$ cat src/rtl/rob_pkg.sv
// rob_pkg: types and constants shared between the ROB and the result arbiter.
//   ROBID_W     robid width carried on the result bus
//   RES_DATA_W  result value / branch target width
//   FLAG_WB     flags bit marking a register writeback
//   FLAG_BR     flags bit marking a branch result
//   rob_result_t  one completion as it travels from a unit to the ROB
package rob_pkg;

   localparam int ROBID_W    = 4;
   localparam int RES_DATA_W = 8;
   localparam int FLAG_WB    = 7;
   localparam int FLAG_BR    = 5;

   typedef struct packed {
      logic [ROBID_W-1:0]    robid;
      logic [7:0]            flags;
      logic [7:0]            wbs;
      logic [RES_DATA_W-1:0] value;
   } rob_result_t;

endpackage

$ cat src/rtl/rob_result_fifo.sv
// rob_result_fifo: small per-unit completion buffer.
// Ports:
//   i_clk, i_rst   clock, synchronous active-high reset
//   i_push         write i_data (caller guarantees !o_full)
//   i_pop          drop the head entry (caller guarantees !o_empty)
//   i_flush        discard all entries; dominates push/pop
//   i_data         entry to write
//   o_full/o_empty occupancy flags derived from the entry count
//   o_head         current head entry, read combinationally
module rob_result_fifo
   import rob_pkg::*;
#(
   parameter int DEPTH = 2
) (
   input  logic        i_clk,
   input  logic        i_rst,
   input  logic        i_push,
   input  logic        i_pop,
   input  logic        i_flush,
   input  rob_result_t i_data,
   output logic        o_full,
   output logic        o_empty,
   output rob_result_t o_head
);

   localparam int AW = $clog2(DEPTH);
   localparam int CW = AW + 1;

   rob_result_t   r_mem [DEPTH];
   logic [AW-1:0] r_wr;
   logic [AW-1:0] r_rd;
   logic [CW-1:0] r_cnt;

   always_ff @(posedge i_clk) begin
      if (i_rst || i_flush) begin
         r_wr  <= '0;
         r_rd  <= '0;
         r_cnt <= '0;
      end else begin
         if (i_push) begin
            r_mem[r_wr] <= i_data;
            r_wr        <= r_wr + AW'(1);
         end
         if (i_pop) begin
            r_rd <= r_rd + AW'(1);
         end
         // push and pop together leave the count unchanged
         r_cnt <= r_cnt + CW'(i_push) - CW'(i_pop);
      end
   end

   assign o_full  = (r_cnt == CW'(DEPTH));
   assign o_empty = (r_cnt == '0);
   assign o_head  = r_mem[r_rd];

endmodule

$ cat src/rtl/rob_result_arbiter.sv
// rob_result_arbiter: transmit side of the ROB result bus. Buffers completions
// from NUM_FU units in per-unit FIFOs and forwards one per cycle, round-robin,
// to the ROB, which cannot stall.
// Ports:
//   i_clk, i_rst         clock, synchronous active-high reset
//   i_fu_valid/o_fu_ready  per-unit completion handshake
//   i_fu_robid/flags/wbs/value  per-unit completion payload, unit i at slice i
//   i_branch_transmit    redirect from the ROB; discards everything pending
//   o_rob_transmit       one-cycle pulse per forwarded result
//   o_robid/flags/wbs/value  forwarded result, held between pulses
module rob_result_arbiter
   import rob_pkg::*;
#(
   parameter int NUM_FU     = 4,
   parameter int FIFO_DEPTH = 2,
   parameter int ID_W       = ROBID_W,
   parameter int DATA_W     = RES_DATA_W
) (
   input  logic                     i_clk,
   input  logic                     i_rst,
   input  logic [NUM_FU-1:0]        i_fu_valid,
   output logic [NUM_FU-1:0]        o_fu_ready,
   input  logic [NUM_FU*ID_W-1:0]   i_fu_robid,
   input  logic [NUM_FU*8-1:0]      i_fu_flags,
   input  logic [NUM_FU*8-1:0]      i_fu_wbs,
   input  logic [NUM_FU*DATA_W-1:0] i_fu_value,
   input  logic                     i_branch_transmit,
   output logic                     o_rob_transmit,
   output logic [ID_W-1:0]          o_robid,
   output logic [7:0]               o_flags,
   output logic [7:0]               o_wbs,
   output logic [DATA_W-1:0]        o_value
);

   localparam int PTR_W = (NUM_FU > 1) ? $clog2(NUM_FU) : 1;

   logic [NUM_FU-1:0] w_full;
   logic [NUM_FU-1:0] w_empty;
   logic [NUM_FU-1:0] w_ready;
   logic [NUM_FU-1:0] w_push;
   logic [NUM_FU-1:0] w_pop;
   logic [NUM_FU-1:0] w_req;
   logic [NUM_FU-1:0] w_req_hi;
   logic [PTR_W-1:0]  w_win;
   logic              w_any;
   rob_result_t       w_in   [NUM_FU];
   rob_result_t       w_head [NUM_FU];

   logic [PTR_W-1:0]  r_rr;
   logic              r_tx;
   rob_result_t       r_res;

   assign w_ready    = i_rst ? '0 : ~w_full;
   assign o_fu_ready = w_ready;
   // an accept during a flush cycle is dropped rather than buffered
   assign w_push     = i_fu_valid & w_ready & {NUM_FU{~i_branch_transmit}};

   for (genvar g = 0; g < NUM_FU; g++) begin : g_fu
      assign w_in[g] = '{robid: i_fu_robid[g*ID_W +: ID_W],
                         flags: i_fu_flags[g*8 +: 8],
                         wbs:   i_fu_wbs[g*8 +: 8],
                         value: i_fu_value[g*DATA_W +: DATA_W]};

      assign w_pop[g] = w_any & (w_win == PTR_W'(g)) & ~i_branch_transmit;

      rob_result_fifo #(.DEPTH(FIFO_DEPTH)) u_fifo (
         .i_clk   (i_clk),
         .i_rst   (i_rst),
         .i_push  (w_push[g]),
         .i_pop   (w_pop[g]),
         .i_flush (i_branch_transmit),
         .i_data  (w_in[g]),
         .o_full  (w_full[g]),
         .o_empty (w_empty[g]),
         .o_head  (w_head[g])
      );
   end

   // Rotate-mask find-first: lowest requester at or above r_rr wins; if none
   // there, the search wraps to the lowest requester overall.
   always_comb begin
      w_req    = ~w_empty;
      w_req_hi = '0;
      w_win    = '0;
      for (int i = 0; i < NUM_FU; i++) begin
         w_req_hi[i] = w_req[i] && (i >= int'(r_rr));
      end
      for (int i = NUM_FU - 1; i >= 0; i--) begin
         if (w_req[i]) w_win = PTR_W'(i);
      end
      for (int i = NUM_FU - 1; i >= 0; i--) begin
         if (w_req_hi[i]) w_win = PTR_W'(i);
      end
   end

   assign w_any = |w_req;

   always_ff @(posedge i_clk) begin
      if (i_rst) begin
         r_rr  <= '0;
         r_tx  <= 1'b0;
         r_res <= '0;
      end else if (i_branch_transmit) begin
         r_tx <= 1'b0;
      end else if (w_any) begin
         r_tx  <= 1'b1;
         r_res <= w_head[w_win];
         r_rr  <= (w_win == PTR_W'(NUM_FU - 1)) ? '0 : w_win + PTR_W'(1);
      end else begin
         r_tx <= 1'b0;
      end
   end

   assign o_rob_transmit = r_tx;
   assign o_robid        = r_res.robid;
   assign o_flags        = r_res.flags;
   assign o_wbs          = r_res.wbs;
   assign o_value        = r_res.value;

endmodule
$ cat config.mk
export PLATFORM = sky130hd
export DESIGN_NAME = rob_result_arbiter
export DESIGN_NICKNAME = d
export VERILOG_FILES = /design/src/rtl/rob_pkg.sv /design/src/rtl/rob_result_fifo.sv /design/src/rtl/rob_result_arbiter.sv
export SDC_FILE = /design/constraint.sdc
export NUM_CORES = 1
export LEC_CHECK = 0
export ABC_AREA = 1
export CORE_MARGIN = 2
export CORE_UTILIZATION = 55
export DETAILED_ROUTE_END_ITERATION = 16
export MAX_ROUTING_LAYER = met4
export PLACE_DENSITY = 0.91
export RECOVER_POWER = 100
export SYNTH_ARGS = -nofsm -noshare
export SYNTH_HDL_FRONTEND = slang
export SYNTH_SLANG_ARGS = --single-unit
$ cat constraint.sdc
create_clock -name i_clk -period 6.2 [get_ports i_clk]
set_clock_uncertainty 0.15 [all_clocks]
set_input_delay 1.24 -clock i_clk [delete_from_list [all_inputs] [get_ports i_clk]]
set_output_delay 1.24 -clock i_clk [all_outputs]
set_load 0.005 [all_outputs]
# After elaboration in Yosys (flattened, before gate mapping)
# Memory sizes are Yosys's and may differ from the RTL's. A register that Yosys moved wholly into a read port is not among the register bits.
# Index checks and enable logic that the tools add are counted.
[word_totals]
word_cells = 109
romBits = 0
latchBits = 0
reg_bits = 47
ram_bits = 224
mem_count = 4
in_bits = 119
out_inout_bits = 33
[classes]
multipliers = 0
muxes = 33
addsub = 17
shift = 0
bitwise = 14
eq_ne = 7
order_cmp = 4
n_reduce_logical = 12
div_mod_pow = 0
[mem_list]
columns = ["memory", "words", "width", "rd", "rd_clocked_by_memory_dff", "wr", "line_no", "text"]
rows = [
  ["g_fu[0].u_fifo.r_mem", 2, 28, 1, 1, 1, "rob_result_fifo.sv:29", "rob_result_t r_mem [DEPTH];"],
  ["g_fu[1].u_fifo.r_mem", 2, 28, 1, 1, 1, "rob_result_fifo.sv:29", ""],
  ["g_fu[2].u_fifo.r_mem", 2, 28, 1, 1, 1, "rob_result_fifo.sv:29", ""],
  ["g_fu[3].u_fifo.r_mem", 2, 28, 1, 1, 1, "rob_result_fifo.sv:29", ""],
]
[ops]
columns = ["op", "count"]
rows = [
  ["binary-select mux 28 bit (select 2 bit)", 1],
  ["2-to-1 mux 28 bit", 2],
  ["2-to-1 mux 1 bit", 21],
  ["2-to-1 mux 2 bit", 8],
  ["equality test 2 bit (second input constant)", 6],
  ["logical NOT 2 bit", 5],
  ["adder 1 bit (second input constant)", 8],
  ["adder 2 x 1 -> 2 bit", 4],
  ["AND 1 bit", 8],
  ["AND 4 bit", 2],
  ["NOT 4 bit", 2],
  ["subtractor 2 x 1 -> 2 bit", 4],
  ["greater-or-equal comparator 1 x 2 -> 1 bit (first input constant)", 2],
  ["2-to-1 mux 4 bit", 1],
  ["OR reduction 4 bit", 1],
  ["greater-or-equal comparator 3 bit (second input constant)", 1],
  ["logical AND 1 bit", 3],
  ["NOT 2 -> 3 bit", 1],
  ["adder 2 x 1 -> 2 bit (second input constant)", 1],
  ["equality test 2 x 1 -> 1 bit (second input constant)", 1],
  ["greater-or-equal comparator 2 bit (first input constant)", 1],
  ["AND reduction 2 bit", 1],
  ["OR reduction 2 bit", 1],
  ["logical OR 1 bit", 1],
  ["NOT 1 bit", 1],
]

# Logic depth before layout (Yosys ltp)
# Gate-level depths: netlist of the first run.
[logic_depth]
depth_word = 14
ltp_mapped = 17
mapped_depth_nobuf = 16

# By module
# From an unflattened synthesis of the first run, not the netlist that was laid out.
[hier_totals]
hier_cells = 1019
hier_area_um2 = 12274.3
[modules_own_cells]
columns = ["module", "n_inst", "seq_area_each_um2", "cells_per_inst", "area_each_um2"]
rows = [
  ["rob_result_fifo", 4, 1781.7, 120, 2356.0],
  ["rob_result_arbiter", 1, 620.6, 539, 2850.2],
]

# Worst setup path after synthesis of the first run
# No wires, ideal clock.
[synth_timing]
path_type = "in2reg"
start = "in i_rst"
end = "mem g_fu[2].u_fifo.r_mem[0][0] (netlist name), enable pin"
path_stages = 4
path_slack_ps = 2669
n_path_buf = 1
arrival_time_ps = 2968
required_time_ps = 5637
setup_time_ps = 413
cell_sequence = "clkbuf_1 > a21oi_1 > nand3_1 > nor2_1"
[synth_between]
elab_chain_cells = 6
elab_cells_between_ends = 7
cone_classes = "4 x mux; 2 x bitwise; 1 x reduce/logical"
[synth_rtl]
columns = ["element", "line_no", "text"]
rows = [
  ["start, declared", "rob_result_arbiter.sv:20", "input logic i_rst,"],
  ["2-to-1 mux 4 bit", "rob_result_arbiter.sv:53", "assign w_ready = i_rst ? '0 : ~w_full;"],
  ["net o_fu_ready[2]", "rob_result_arbiter.sv:22", "output logic [NUM_FU-1:0] o_fu_ready,"],
  ["AND 4 bit (2 in series)", "rob_result_arbiter.sv:56", "assign w_push = i_fu_valid & w_ready & {NUM_FU{~i_branch_transmit}};"],
  ["2-to-1 mux 1 bit", "rob_result_fifo.sv:40", "if (i_push) begin"],
  ["2-to-1 mux 1 bit", "rob_result_fifo.sv:35", "if (i_rst || i_flush) begin"],
  ["2-to-1 mux 1 bit (implied by the code)", "rob_result_fifo.sv:41", "r_mem[r_wr] <= i_data;"],
  ["end, declared", "rob_result_fifo.sv:29", ""],
]
# The timed path passes the listed nets, and every way through them passes these cells.

# Final worst setup path of the first run
[layout_timing]
start = "in i_rst"
end = "out o_fu_ready[3]"
[layout_between]
elab_chain_cells = 1
[layout_rtl]
columns = ["element", "line_no"]
rows = [
  ["2-to-1 mux 4 bit", "rob_result_arbiter.sv:53"],
  ["end, declared", "rob_result_arbiter.sv:22"],
]
# No other way between the ends.

==> results of run 1 <==
==> cell families (layout without fill, tap and decap cells) <==
group,count (synthesis),count (layout)
and+or+nand+nor,340,340
DFF,275,275
muxes,112,112
buffers and inverters,106,277
AOI/OAI and AO/OA,21,21
adders and majority gates,12,12
xor gates and xnor gates,8,8
other,0,1
==> sequential cells by signal, indices dropped and copies added, names as in the netlist, named ones only <==
name	count
g_fu.u_fifo.r_mem	224
g_fu.u_fifo.r_cnt	8
o_flags	8
o_value	8
o_wbs	8
g_fu.u_fifo.r_rd	4
g_fu.u_fifo.r_wr	4
o_robid	4
r_rr	2
o_rob_transmit	1
==> critical path, cell delays in order <==
cell and delay (ns):
clkdlybuf4s50_1 0.46, clkbuf_1 1.22, a21oi_1 0.16, clkdlybuf4s50_1 0.54
==> cell type report <==
class | count | area [µm²] | area share (%)
Antenna cell | 1 | 2.50 | 0.0181
Clock buffer | 41 | 811 | 5.88
Clock inverter | 11 | 108 | 0.780
Inverter | 59 | 221 | 1.61
Multi-Input combinational cell | 493 | 2970 | 21.5
Sequential cell | 275 | 7750 | 56.2
Tap cell | 270 | 338 | 2.45
Timing Repair Buffer | 166 | 1590 | 11.5
==> metrics by stage <==
stage          utilization [%]  total power, µW  instances
6_report                  68.6             4110       1316
4_1_cts                   68.8             4140       1315
5_1_grt                   68.6             4240       1316
3_5_place_dp              64.2             2500       1263
3_3_place_gp              64.2             2480       1263
2_1_floorplan                -             2310        874
==> cell usage in the layout, fill, tap and decap left out, types with 2 or more instances in the layout <==
master and n:
mux2i_1 112, inv_1 54, xor2_1 4, dfxtp_2 2, buf_4 6, clkbuf_16 29
clkbuf_8 4, nor2_2 9, nand3_1 146, or2_2 4, o21ai_0 5, a21oi_1 13
inv_2 4, edfxtp_1 224, xnor2_1 4, ha_1 12, clkinv_2 7, clkinv_1 2
nor2_1 75, bufinv_16 2, nand2_1 103, clkbuf_1 17, clkdlybuf4s50_1 10, dfxtp_1 49
dlygate4sd3_1 141
==> per-layer routing <==
metal / share of wire [%] / vias to the layer above / global-route usage, %
met5: 0 / - / -
met1: 38 / 3451 / 30.1
met2: 50 / 364 / 40.6
met3: 7.6 / 98 / 3.44
li1: - / 3374 / -
met4: 4.8 / 0 / 10.4
==> final timing paths <==
check | startpoint | end | slack [ns] | cells after the start
max | i_rst | o_fu_ready[3] | 1.17 | 4
min | r_rr[0] | r_rr[0] | 0.35 | 2
max reg2reg | g_fu[0].u_fifo.r_cnt[1] | g_fu[2].u_fifo.r_cnt[1] | 1.50 | 14
min reg2reg | r_rr[0] | r_rr[0] | 0.35 | 2
==> power by group through the flow <==
| stage | registers [µW] | logic [µW] | clock network [µW] |
|---|---|---|---|
| floorplan | 2110 | 198 | 0 |
| global placement | 2120 | 364 | 0 |
| detailed placement | 2120 | 376 | 0 |
| CTS | 2080 | 382 | 1680 |
| global route | 2090 | 398 | 1750 |
| finish | 2080 | 361 | 1660 |
==> impl_metrics.toml, run 1 <==
[power]
p_comb_share_pct = 8.8
peakVddDrop_mv = 0.240
clkPwrFrac_pct = 40.5
p_sw_share_pct = 22.3
p_leak_uw = 0.00498
p_switching_uw = 915
seqPwrFrac_pct = 50.7
p_int_uw = 3190
powerDensity_nw_per_um2 = 298

[placement]
port_buffers = 151
dpl_cell_area_um2 = 12900
dp.final_hpwl_um = 16300
place_congestion = 0.889
dp_slack_ns = 2.12

[grt]
grt_usage_pct = 24.3
antenna_found_initial = 1
overflow = 0
grt_max_degree = 62
grt_pass1_wl_um = 38900
grt_pass1_vias = 7298

[floorplan]
fp.dieH_um = 147
start_util_pct = 55.6
io_pins = 152
die_area_um2 = 21500
core_um2 = 20100
die_x_um = 147
row_count = 52

[synth]
synth-xor-area-share_pct = 0.627
synthArstFlopShare_pct = 0
yosys.area_share.adder_pct = 1.34
ys_types = 27
syn_inst = 874
synthTopCellsByArea = "edfxtp_1 (60%), mux2i_1 (10%), dfxtp_1 (9.1%), nand3_1 (6.5%), nand2_1 (3.4%)"
yosys.area.top_type = "edfxtp_1"
ys_seq_elements = 275
synth.most_common_cell = "edfxtp_1"
synth_common_cells = "edfxtp_1 (224), nand3_1 (146), mux2i_1 (112)"
netlist.area_leader.share_pct = 60.2
synth_ff_type = "edfxtp_1"
synth-seq-area-share_pct = 69.3
syn_nets = 1005
synth_edf_count = 224
yosysWarnings = 0
synth_top_family_by_area = "simple AND/OR/NAND/NOR gates"
netlist_area_um2 = 11200
synth-simple-area-share_pct = 13.3
synth-compound-area-share_pct = 1.03
avgSynthCellArea_um2 = 12.8
synthMuxAreaShare_pct = 10.0

[routing]
wl_per_cell_um = 19.3
viasPerCell = 5.54
first_iter_violations = 778
drc_errors = 0
drt-pass1-iter-count = 6
ant_nets = 0
drt-total-wl_um = 25300
vias = 7287

[timing]
tns_ns = 0
fin_crit_sh_pct = 81.1
drv_slew = 326
hold_ws_ns = 0.352
finalWorstSetupSlack_ns = 1.17
slew_headroom_pct = -32.2
fmax_mhz = 199
fin_crit_ns = 5.03
setup_violations = 0
rsz0062_at_grt = "false"
hold_violations = 0
worstMarginPinSlew_ns = 1.98

[clock_tree]
cts.sinks = 275
cts_buffers = 28
cts_repair_resize_count = 0
cts_buffer_depth = 3
cts_tree = "done"
root_buffer = "clkbuf_16"
clock_latency_ns = 0.54
cts_htree_levels = 1
cts_hold_buf = 0
post_cts_buffers = 0
path_clk_slew_ns = 0.06

[outcome]
outcome = "complete, but fails checks"
violations = "max-capacitance violations, max-slew violations"

[min_path]
hold_path.class = "reg -> reg"

[cells_and_area]
design_area_um2 = 13800
drive_gt1_share_pct = 6.89
fillers = 1330
final_nets = 1154
areaGrowthSynthToFinish_pct = 23.3

[critical_path]
cp.required_ns = 4.81
path_class = "in -> out"
critical_path.max_fanout = 35
crit_path_start_kind = "input pin"
arrival_ns = 3.64
crit_path_end_kind = "output pin"

[run]
drv_cap = 10
Power figures use the tool's default switching activity.
==> run 2: changes to the inputs <==
--- a/config.mk
+++ b/config.mk
@@ -7,10 +7,10 @@
 export LEC_CHECK = 0
 export ABC_AREA = 1
 export CORE_MARGIN = 2
-export CORE_UTILIZATION = 55
+export CORE_UTILIZATION = 49
 export DETAILED_ROUTE_END_ITERATION = 16
 export MAX_ROUTING_LAYER = met4
-export PLACE_DENSITY = 0.91
+export PLACE_DENSITY = 0.86
 export RECOVER_POWER = 100
 export SYNTH_ARGS = -nofsm -noshare
 export SYNTH_HDL_FRONTEND = slang
==> constraint.sdc (replaced) <==
create_clock -name i_clk -period 4.11 [get_ports i_clk]
set_clock_uncertainty 0.15 [all_clocks]
set_input_delay 0.822 -clock i_clk [delete_from_list [all_inputs] [get_ports i_clk]]
set_output_delay 0.822 -clock i_clk [all_outputs]
set_load 0.005 [all_outputs]
==> run 2 against run 1 <==
  * The run still ends with max-capacitance violations, max-slew violations left
  * Wire length increased by 0.67%
  * Clock power increased by 47%
  * Via count decreased by 0.15%
  * First-iteration DRC count decreased by 18%
  * Global-route usage decreased by 2.3 points
  * Count of clock-buffer cells in the layout decreased by 5
  * Cell area about the same
  * Total power increased by 49%
  * Combinational power increased by 50%
  * Critical endpoint is now g_fu[0].u_fifo.r_mem[0][19]
==> impl_metrics.toml, run 2 (same netlist as run 1, synthesis figures left out) <==
[grt]
grt_pass1_vias = 7384
grt_max_degree = 57
grt_usage_pct = 22.1
grt_pass1_wl_um = 39700
antenna_found_initial = 1
overflow = 0

[critical_path]
path_class = "in -> reg"
max_stage_delay_ns = 1.28
cpMaxStageDelayCell = "clkbuf_1"
arrival_ns = 3.53
cp.required_ns = 4.08
r2r_cells = 10
cp.buffers_inverters = 2
rr_endpoint = "g_fu[0].u_fifo.r_cnt[1]"
worstPathCellList = "dlygate4sd3_1 > a21oi_1 > nand3_1 > nor2_2 > clkbuf_1"
regToRegSetupSlack_ns = 0.63
critical_path.max_fanout = 28
crit_path_start_kind = "input pin"
crit_path_end_kind = "register"
cp_top_family = "buffers and inverters"
r2r_start = "g_fu[0].u_fifo.r_cnt[0]"

[placement]
place_congestion = 0.884
dpl_cell_area_um2 = 12900
dp.final_hpwl_um = 17200
port_buffers = 151

[cells_and_area]
fillers = 1658
largest_register_ffs = 224
final_common_cell = "edfxtp_1"
drive_gt1_share_pct = 6.60
design_area_um2 = 13800
layout_common_cells = "edfxtp_1 (224), nand3_1 (146), dlygate4sd3_1 (146), mux2i_1 (112), nand2_1 (103)"
final_nets = 1155
final_util_pct = 61.2
areaGrowthSynthToFinish_pct = 23.2
regMostFlops = "g_fu.u_fifo.r_mem"

[power]
peakVddDrop_mv = 0.355
clkPwrFrac_pct = 39.8
p_int_uw = 4740
p_leak_uw = 0.00495
p_comb_share_pct = 8.9
p_switching_uw = 1380
p_sw_share_pct = 22.6
powerDensity_nw_per_um2 = 444
power_uw = 6120
seqPwrFrac_pct = 51.3

[timing]
hold_violations = 0
worstMarginPinSlew_ns = 1.78
rsz0062_at_grt = "false"
hold_ws_ns = 0.369
fin_crit_ns = 3.55
tns_ns = 0
fmax_mhz = 281
slew_headroom_pct = -18.6
setup_violations = 0
fin_crit_sh_pct = 86.5
drv_slew = 232

[routing]
first_iter_violations = 636
vias = 7276
drt-total-wl_um = 25500
drt-pass1-iter-count = 5
wl_per_cell_um = 19.2
ant_nets = 0
viasPerCell = 5.46
drc_errors = 0

[clock_tree]
clock_latency_ns = 0.54
cts_buffer_depth = 3
cts_htree_levels = 1
post_cts_buffers = 0
root_buffer = "clkbuf_16"
cts_repair_resize_count = 0
cts_tree = "done"
path_clk_slew_ns = 0.07
cts.sinks = 275
cts_buffers = 28
cts_hold_buf = 0

[min_path]
holdPathStages = 2
hold_path.class = "reg -> reg"
hold_start = "g_fu[2].u_fifo.r_rd"

[floorplan]
start_util_pct = 49.7
core_um2 = 22500
die_area_um2 = 24000
die_x_um = 155
io_pins = 152
fp.dieH_um = 155
row_count = 55

[outcome]
outcome = "complete, but fails checks"
violations = "max-capacitance violations, max-slew violations"

[run]
drv_cap = 8
==> run 2: layout make-up <==
type,count,area [µm²],area share [%]
diodes,1,2.50,0.0182
clock buffers,36,752,5.46
clock inverters,16,135,0.981
inverters,59,221,1.61
multi-input cells,493,2970,21.5
flip-flops and latches,275,7750,56.2
well taps,285,357,2.59
repair buffers,167,1590,11.6
==> run 2: worst max-delay path by stage <==
| stage | startpoint | endpoint | slack, ns | cells past startpoint |
|---|---|---|---|---|
| finish | i_rst | g_fu[0].u_fifo.r_mem[0][19] | 0.56 | 5 |
| global route | r_rr[1] | o_wbs[1] | 0.34 | 9 |
| global placement | i_rst | o_fu_ready[0] | 0.83 | 3 |
| floorplan | i_rst | g_fu[2].u_fifo.r_mem[0][0] | 1.0 | 4 |
| CTS | g_fu[0].u_fifo.r_cnt[1] | g_fu[1].u_fifo.r_cnt[1] | 0.75 | 13 |
| detailed placement | g_fu[0].u_fifo.r_cnt[1] | g_fu[1].u_fifo.r_cnt[1] | 0.80 | 13 |
==> run 2: worst reg2reg max path: stages, from the launching register on <==
cell,delay [ns]
dfxtp_1,0.35
o21ai_4,0.48
nand2_1,0.81
ha_1,0.52
nand2_1,0.10
inv_1,0.06
ha_1,0.28
inv_1,0.05
ha_1,0.18
or2_2,0.29
a21oi_1,0.11
==> run 2: through the flow <==
| step | instances | setup slack, ns |
|---|---|---|
| 2_1_floorplan | 874 | 0.997 |
| 4_1_cts | 1331 | 0.754 |
| 3_3_place_gp | 1279 | 0.827 |
| 3_5_place_dp | 1279 | 0.803 |
| 6_report | 1332 | 0.555 |
| 5_1_grt | 1332 | 0.336 |
==> run 2: power by group through the flow <==
stage	clock network, µW	registers, µW	logic [µW]
3_3_place_gp	0	3190	553
2_1_floorplan	0	3180	299
4_1_cts	2480	3140	578
6_report	2440	3140	543
5_1_grt	2590	3140	604
3_5_place_dp	0	3200	572
==> run 2: layer usage <==
layer  up-vias  global-route usage (%)  wire (µm)
li1       3382                       -          -
met1      3499                    28.1      10100
met2       343                    36.5      12800
met5         -                       -          0
met4         0                    7.45        765
met3        52                    3.37       1870
